File: src/rtl/ex_div_ctrl.sv
// EX-stage divider launch/stall/HI-LO write controller with watchdog.
// Optional EX_DIV_ZERO_BYPASS_EN retires a zero divisor without the divider.
module ex_div_ctrl #(
  parameter int TIMEOUT = 48
) (
  input  logic        clk,
  input  logic        rst,
  input  logic        div_req_i,
  input  logic        div_signed_i,
  input  logic [31:0] reg1_i,
  input  logic [31:0] reg2_i,
  input  logic        flush_i,
  input  logic [63:0] div_result_i,
  input  logic        div_ready_i,
  output logic        div_start_o,
  output logic        div_annul_o,
  output logic        div_signed_o,
  output logic [31:0] div_op1_o,
  output logic [31:0] div_op2_o,
  output logic        stallreq_o,
  output logic        hilo_we_o,
  output logic [31:0] hi_o,
  output logic [31:0] lo_o,
  output logic        timeout_o
);

  localparam int CW = $clog2(TIMEOUT);

  typedef enum logic [1:0] {
    IDLE,
    BUSY,
    DONE,
    ABORT
  } state_e;

  state_e          state_q, state_d;
  logic [CW-1:0]   cnt_q, cnt_d;
  logic            start_q, start_d;
  logic            annul_q, annul_d;
  logic            sgn_q, sgn_d;
  logic [31:0]     op1_q, op1_d;
  logic [31:0]     op2_q, op2_d;
  logic            we_q, we_d;
  logic [31:0]     hi_q, hi_d;
  logic [31:0]     lo_q, lo_d;
  logic            to_q, to_d;

  always_ff @(posedge clk) begin
    if (rst) begin
      state_q <= IDLE;
      cnt_q   <= '0;
      start_q <= 1'b0;
      annul_q <= 1'b0;
      sgn_q   <= 1'b0;
      op1_q   <= '0;
      op2_q   <= '0;
      we_q    <= 1'b0;
      hi_q    <= '0;
      lo_q    <= '0;
      to_q    <= 1'b0;
    end else begin
      state_q <= state_d;
      cnt_q   <= cnt_d;
      start_q <= start_d;
      annul_q <= annul_d;
      sgn_q   <= sgn_d;
      op1_q   <= op1_d;
      op2_q   <= op2_d;
      we_q    <= we_d;
      hi_q    <= hi_d;
      lo_q    <= lo_d;
      to_q    <= to_d;
    end
  end

  always_comb begin
    state_d    = state_q;
    cnt_d      = cnt_q;
    start_d    = start_q;
    annul_d    = 1'b0;
    sgn_d      = sgn_q;
    op1_d      = op1_q;
    op2_d      = op2_q;
    we_d       = 1'b0;
    hi_d       = hi_q;
    lo_d       = lo_q;
    to_d       = 1'b0;
    stallreq_o = 1'b0;

    unique case (state_q)
      IDLE: begin
        if (div_req_i && !flush_i) begin
          stallreq_o = 1'b1;
          op1_d      = reg1_i;
          op2_d      = reg2_i;
          sgn_d      = div_signed_i;
          cnt_d      = '0;
`ifdef EX_DIV_ZERO_BYPASS_EN
          if (reg2_i == 32'd0) begin
            hi_d    = reg1_i;
            lo_d    = 32'hFFFF_FFFF;
            we_d    = 1'b1;
            state_d = DONE;
          end else begin
            start_d = 1'b1;
            state_d = BUSY;
          end
`else
          start_d = 1'b1;
          state_d = BUSY;
`endif
        end
      end
      BUSY: begin
        stallreq_o = 1'b1;
        cnt_d      = cnt_q + 1'b1;
        // Flush wins over a same-cycle ready: the instruction is dead.
        if (flush_i) begin
          start_d = 1'b0;
          annul_d = 1'b1;
          state_d = IDLE;
        end else if (div_ready_i) begin
          start_d = 1'b0;
          hi_d    = div_result_i[63:32];
          lo_d    = div_result_i[31:0];
          we_d    = 1'b1;
          state_d = DONE;
        end else if (cnt_q == CW'(TIMEOUT - 1)) begin
          start_d = 1'b0;
          annul_d = 1'b1;
          to_d    = 1'b1;
          state_d = ABORT;
        end
      end
      DONE: begin
        state_d = IDLE;
      end
      ABORT: begin
        state_d = IDLE;
      end
    endcase
  end

  assign div_start_o  = start_q;
  assign div_annul_o  = annul_q;
  assign div_signed_o = sgn_q;
  assign div_op1_o    = op1_q;
  assign div_op2_o    = op2_q;
  assign hilo_we_o    = we_q;
  assign hi_o         = hi_q;
  assign lo_o         = lo_q;
  assign timeout_o    = to_q;

endmodule

File: config.mk
export PLATFORM = sky130hd
export DESIGN_NAME = ex_div_ctrl
export DESIGN_NICKNAME = d
export VERILOG_FILES = /design/src/rtl/ex_div_ctrl.sv
export SDC_FILE = /design/constraint.sdc
export NUM_CORES = 1
export LEC_CHECK = 0
export BUFFER_PORTS_ARGS = -buffer_cell sky130_fd_sc_hd__buf_2
export CAP_MARGIN = 20
export CORE_ASPECT_RATIO = 0.7
export CORE_MARGIN = 4
export CORE_UTILIZATION = 44
export DETAILED_ROUTE_END_ITERATION = 6
export PLACE_DENSITY = 0.91
export SYNTH_ARGS = -nofsm -noshare
export SYNTH_HDL_FRONTEND = slang
export SYNTH_SLANG_ARGS = --single-unit
File: constraint.sdc
create_clock -name clk -period 2.2 [get_ports clk]
set_input_delay 0.11 -clock clk [delete_from_list [all_inputs] [get_ports clk]]
set_output_delay 0.11 -clock clk [all_outputs]
set_load 0.005 [all_outputs]
==> metrics, run 1 <==
TritonCTS Buffers 17; Total Routing Usage GR 29.92%; hold depth 3; Buffers & Inverters on Critical Path 1; footprint of the multi-input gates approximately 1900 µm²; Residual DRC 0; critical-path cell list or4b_2, buf_4, nand2_1, a21oi_1; number of cell instances on the worst register-to-register path 4; critical path data arrival time 2.26 ns; switching power total between 1 and 1.5 mW; setup_tns 0 ns; clock-pin slew on the worst setup and hold paths 0.06 ns; Avg WL per Cell approximately 17 µm; largest fanout on the critical path 56; cell area after synthesis 4915 µm²; switching share of power 22.49%; Hold Fails Final Rpt 0; count of filler cells inserted in the layout 651; f_max roughly 500 MHz; Post-Synthesis Mean Instance Area just under 8 µm²; die height 96.43 µm; number of buffers on the longest clock path 2; area overhead of the layout relative to synthesis 68.36%; Congestion Overflow GR 0; starting utilization of the core area roughly 46%; library cell occupying the most area in the post-synthesis netlist dfxtp_1; Tot Pwr roughly 6.2 mW; Core ar. 10,630 µm²; Finish-stage setup viols 0; synth top area cells dfxtp_1 57%, nand2_1 20%, a21oi_1 14%, clkbuf_1 2.1%, buf_2 1.4%; portion of total power attributed to combinational logic a little over a tenth; largest incremental delay on the critical path 0.78 ns; Slowest-stage cell, CP or4b_2; max-slew violation count 0; class of the most critical setup path reg2reg; vias per cell 5.156; Worst slew margin 60.23%; wire length of the first global-routing pass a little over 30,000 µm; crit share post-route between 90% and 100%; number of logic stages on the critical path including buffering 4; sequential area share after synthesis 57.43%; final wirelength about 20,000 µm; Port Buf Inserts 267; post-synth net total 753; number of routed nets with antenna violations 0; via count of the first global-routing pass ~6,000; Core Rows 31; RSZ-0062 raised after global routing false; number of primary I/O pins 268; pin count of the biggest net entering global routing 65; slew at the pin with the worst max-slew slack between 0.5 and 0.6 ns; critical path endpoint category register; result of the run completed; commonest cells in the synthesized netlist 262 x nand2_1, 141 x dfxtp_1, 133 x a21oi_1; time the final worst path needs with I/O delays and setup 1.995 ns; number of iterations in the first detailed-routing pass 7; Clock Latency Late Sink about 0.40 ns; # clock sinks ~140; Leakage Power 3.710 nW; Post-synth top flop dfxtp_1; Root Buffer clkbuf_16; ratio of total power to cell area approximately 750 nW/µm²; Synth async-reset ratio 0%; vias after detailed routing slightly below 6,000; number of synthesized register bits roughly 140; number of antenna violations at the first check in global routing 0; kind of launch point of the worst setup path register; fraction of synthesized cell area taken by the top area cell type a little under three fifths; Reg area 2823 µm²; IR drop worst, VDD 0.5682 mV; number of nets at the end of the flow 1,130; CTS tree built; most instantiated library cell after synthesis nand2_1; HPWL after detailed placement between 10,000 and 15,000 µm; required time at the worst-slack endpoint 2.46 ns; Post-synth EDFFs 0; Finished Cell Area slightly above 8000 µm²; clock skew after layout 0.006264 ns; Placement Cell Area 6384 µm²; count of unique library cells instantiated by Yosys 33; share of total power in sequential cells 43.2%; number of instances in the synthesized netlist about 620; final weighted congestion in routability-driven placement 0.8576; die width 134.3 µm; area of the die 12,950 µm²; CTS HTree Levels 4; clock network fraction of design power about 46%; number of max-capacitance violations reported 0; layout cells sized above 1 30.82%; initial detailed-routing violation count roughly 370; internal power 4.807 mW; class of the most critical hold timing path in2reg; family of cells with the greatest summed delay on the critical path simple AND/OR/NAND/NOR gates; count of synthesis-stage warnings from yosys 0; Post-CTS Repair Setup Buffers 0
[stage by stage]
step | instances | setup slack (ns) | hold WS, ns | util (%)
5_1_grt | 1154 | 0.1780 | 0.03167 | 77.83
6_report | 1155 | 0.2051 | 0.01881 | 77.85
3_5_place_dp | 995 | 0.3469 | 0.3555 | 60.07
3_3_place_gp | 995 | 0.4150 | 0.3498 | 60.07
2_1_floorplan | 618 | 0.6627 | 0.1887 | -
4_1_cts | 1154 | 0.2452 | 0.002209 | 77.83
[final cells by class]
cell class | instances | area share (%)
Clock buffer | 19 | 5.474
Tap cell | 148 | 2.238
Inverter | 3 | 0.1361
Sequential cell | 141 | 34.11
Clock inverter | 11 | 1.739
Timing Repair Buffer | 404 | 32.97
Multi-Input combinational cell | 428 | 23.30
Antenna cell | 1 | 0.03024
[cells by family (layout without fill, tap and decap cells)]
group	count (synthesis)	after routing	synth area share (%)
and+or+nand+nor	283	283	22.89
buffers and inverters	49	437	4.099
other	0	1	0
DFF	141	141	57.43
adders and majority gates	1	1	0.2545
muxes	1	1	0.2291
AOI/OAI and AO/OA	143	143	15.10
[sequential cells by signal, indices dropped and copies added (netlist names)]
name / flops
div_signed_o: 1
cnt_q: 6
div_start_o: 1
hilo_we_o: 1
div_op2_o: 32
hi_o: 32
div_annul_o: 1
div_op1_o: 32
state_q: 2
timeout_o: 1
lo_o: 32
[cell usage in the layout (no fill, tap or decap), drive strengths merged, types with 3 or more instances in the layout]
cell type / instances
buf: 275
nand2: 262
dfxtp: 141
a21oi: 133
dlygate4sd3: 129
clkbuf: 19
clkinvlp: 4
clkinv: 4
nand3: 3
inv: 3
nor4: 3
bufinv: 3
[per-layer routing]
layer	vias up	global-route usage [%]	wire [µm]
met2	344	54.77	10250
met4	0	13.56	682
met1	2778	31.03	7021
li1	2770	-	-
met5	-	0	0
met3	63	11.28	2132
[final timing paths]
path / from / end / slack [ns]
worst max-delay path: state_q[1]$_SDFFE_PP0P_ / div_op1_o[19]$_SDFFE_PP0P_ / 0.21
worst min-delay path: reg2_i[25] / div_op2_o[25]$_SDFFE_PP0P_ / 0.02
worst max register to register: state_q[1]$_SDFFE_PP0P_ / div_op1_o[19]$_SDFFE_PP0P_ / 0.21
worst min register to register: div_op1_o[30]$_SDFFE_PP0P_ / div_op1_o[30]$_SDFFE_PP0P_ / 0.45
[worst min-delay path, stage by stage]
cell and delay, ns:
buf_2 0.10, nand2_1 0.08, a21oi_1 0.08
[power groups by stage]
stage / registers [mW] / logic, mW / clock network [mW]
4_1_cts: 2.67 / 0.616 / 2.88
5_1_grt: 2.68 / 0.702 / 3.01
3_3_place_gp: 2.72 / 0.424 / 0
2_1_floorplan: 2.73 / 0.180 / 0
3_5_place_dp: 2.72 / 0.433 / 0
6_report: 2.68 / 0.652 / 2.87
[repair_timing]
item / CTS / global route
hold buffers: 129 / 0
hold endpoints to repair: 129 / 0
endpoints found under the setup margin: 0 / 0
gates resized for setup: 0 / 0
Note: power is estimated with default switching activity, not from simulation.
==> run 2, diff against run 1 <==
Settings changed: CELL_PAD_IN_SITES_DETAIL_PLACEMENT set to 1, CELL_PAD_IN_SITES_GLOBAL_PLACEMENT set to 2, CORE_UTILIZATION 44 to 23.
==> run 2 against run 1 <==
Global-route usage is 14 points lower. Routed wire length is 2.4% lower. Die area is 84% higher. Non-clock buffer count is 4 higher. Clock power is 8.7% higher. Maximum frequency is 0.93% lower. Utilization is 37 points lower. First-iteration DRC count is 53% lower. Sequential power hardly changed. Clock-buffer cell count is 1 higher. Critical path type is now reg2out. Critical endpoint is now stallreq_o. Largest power group unchanged. Highest routed layer is now met5.
==> metrics, run 2 (synthesis gave the netlist of run 1 again) <==
diode insertion count for antenna repair 0 (was 1); via count of the first global-routing pass 5,973 (was 5,964); Worst slew margin 65.29% (was 60.23%); number of iterations in the first detailed-routing pass 6 (was 7); pin count of the biggest net entering global routing 87 (was 65); Finish-stage setup viols 0 (unchanged); number of buffers on the longest clock path 2 (unchanged); slew at the pin with the worst max-slew slack 0.5207 ns (was 0.5965 ns); Core ar. 20,870 µm² (was 10,630 µm²); footprint of the multi-input gates 1932 µm² (was 1928 µm²); Congestion Overflow GR 0 (unchanged); hold depth 2 (was 3); area overhead of the layout relative to synthesis 73.63% (was 68.36%); Reg-to-Reg Start state_q[1]$_SDFFE_PP0P_ (unchanged); Clock Latency Late Sink 0.42 ns (was 0.40 ns); Finished Cell Area 8533 µm² (was 8274 µm²); Hold Fails Final Rpt 0 (unchanged); number of cell instances on the worst register-to-register path 4 (unchanged); final wirelength 19,600 µm (was 20,080 µm); time the final worst path needs with I/O delays and setup 2.013 ns (was 1.995 ns); die height 130.3 µm (was 96.43 µm); clock skew after layout 0.01881 ns (was 0.006264 ns); kind of launch point of the worst setup path register (unchanged); number of max-capacitance violations reported 0 (unchanged); critical path data arrival time 1.90 ns (was 2.26 ns); Residual DRC 0 (unchanged); die width 182.7 µm (was 134.3 µm); register-to-register setup slack 0.58 ns (was 0.21 ns); commonest cells after routing, fill and taps aside 266 x buf_2, 262 x nand2_1, 141 x dfxtp_1 (unchanged); class of the most critical setup path reg2out (was reg2reg); vias after detailed routing 5,665 (was 5,955); number of routed nets with antenna violations 0 (unchanged); RSZ-0062 raised after global routing false (unchanged); Avg WL per Cell 15.22 µm (was 17.39 µm); # clock sinks 141 (unchanged); wire length of the first global-routing pass 30,860 µm (was 30,350 µm); Post-CTS Repair Setup Buffers 0 (unchanged); CTS HTree Levels 4 (unchanged); count of filler cells inserted in the layout 2,497 (was 651); Worst Hold Launch flush_i (was reg2_i[25]); HPWL after detailed placement 12,440 µm (was 10,350 µm); max-slew violation count 0 (unchanged); required time at the worst-slack endpoint 2.09 ns (was 2.46 ns); starting utilization of the core area 23.55% (was 46.24%); vias per cell 4.398 (was 5.156); ratio of total power to cell area 754.3 nW/µm² (was 749.6 nW/µm²); Port Buf Inserts 267 (unchanged); final weighted congestion in routability-driven placement 0.7568 (was 0.8576); worst reg2reg endpoint div_op1_o[21]$_SDFFE_PP0P_ (was div_op1_o[19]$_SDFFE_PP0P_); number of nets at the end of the flow 1,134 (was 1,130); area of the die 23,810 µm² (was 12,950 µm²); crit share post-route 91.52% (was 90.68%); commonest non-fill, non-tap cell in the layout buf_2 (unchanged); Leakage Power 3.759 nW (was 3.710 nW); initial detailed-routing violation count 174 (was 374); setup_tns 0 ns (unchanged); layout cells sized above 1 30.93% (was 30.82%); class of the most critical hold timing path in2reg (unchanged); number of primary I/O pins 268 (unchanged); IR drop worst, VDD 0.3950 mV (was 0.5682 mV); Tot Pwr 6.436 mW (was 6.202 mW); critical path endpoint category output port (was register); number of antenna violations at the first check in global routing 2 (was 0); Core Rows 44 (was 31); Total Routing Usage GR 16.28% (was 29.92%); TritonCTS Buffers 17 (unchanged); clock-pin slew on the worst setup and hold paths 0.06 ns (about the same); Finished Core Util 40.90% (was 77.85%); largest fanout on the critical path 42 (was 56); f_max 496.7 MHz (was 501.3 MHz); Root Buffer clkbuf_16 (unchanged); Reg area 2823 µm² (unchanged); Placement Cell Area 6571 µm² (was 6384 µm²); CTS tree built (unchanged); Worst Hold Endpoint state_q[0]$_SDFFE_PP0P_ (was div_op2_o[25]$_SDFFE_PP0P_); result of the run completed (unchanged)
-- run 2: cell count changes in the layout (fill, tap and decap cells not counted), sizes merged --
| cell | before | now |
|---|---|---|
| diode | 1 | 0 |
| clkinv | 4 | 1 |
| inv | 3 | 7 |
| dlygate4sd3 | 129 | 131 |
| buf | 275 | 277 |
| clkbuf | 19 | 20 |
| clkinvlp | 4 | 3 |
| bufinv | 3 | 4 |
-- run 2: layout make-up --
class                      instances  share of cell area (%)
clock buffer                      20                   5.352
clock inverter                    12                   2.141
inverter                           3                  0.1320
multi-input combinational        428                   22.64
sequential                       141                   33.08
tap                              276                   4.047
timing repair buffer             408                   32.61
-- run 2: metal layers --
metal  global-route usage (%)  vias up  wire length [µm]
met2                    28.24      192              9588
met3                    6.353       23              1682
met5                        0        -                26
met4                    5.646        4               279
li1                         -     2778                 -
met1                    18.48     2668              8021
-- run 2: worst max-delay path by stage --
stage | startpoint | endpoint | slack, ns | depth (start not counted)
after global routing | state_q[1]$_SDFFE_PP0P_ | stallreq_o | 0.08 | 4
after floorplan | state_q[1]$_SDFFE_PP0P_ | cnt_q[4]$_SDFFE_PP0P_ | 0.66 | 4
final | state_q[1]$_SDFFE_PP0P_ | stallreq_o | 0.19 | 4
after detailed placement | state_q[1]$_SDFFE_PP0P_ | stallreq_o | 0.33 | 4
after CTS | state_q[1]$_SDFFE_PP0P_ | stallreq_o | 0.15 | 4
after global placement | state_q[1]$_SDFFE_PP0P_ | stallreq_o | 0.37 | 4
-- run 2: timing repair --
action / in CTS / in global routing
hold endpoints to repair: 137 / 0
gates resized for setup: 3 / 0
hold buffers: 131 / 0
setup endpoints to repair: 1 / 0
-- run 2: stage by stage --
| step | hold slack (ns) | std cells | setup slack [ns] |
|---|---|---|---|
| after floorplan | 0.1887 | 618 | 0.6627 |
| after global placement | 0.3508 | 1125 | 0.3696 |
| after detailed placement | 0.3581 | 1125 | 0.3301 |
| after CTS | 0.01589 | 1288 | 0.1481 |
| after global routing | 0.05657 | 1288 | 0.07586 |
| final | 0.03837 | 1288 | 0.1865 |
-- run 2: worst max-delay path, cell delays in order, from the launching register on --
cell and delay (ns):
dfxtp_1 0.41, or4b_4 0.61, buf_8 0.21, nand2_1 0.13, buf_2 0.13
-- run 2: power breakdown --
| group | total (mW) | switching (mW) | internal, mW | leakage [nW] |
|---|---|---|---|---|
| registers | 2.67 | 0.0384 | 2.63 | 1.14 |
| logic | 0.652 | 0.293 | 0.359 | 2.31 |
| clock network | 3.12 | 1.14 | 1.97 | 0.304 |
| total | 6.44 | 1.47 | 4.96 | 3.76 |
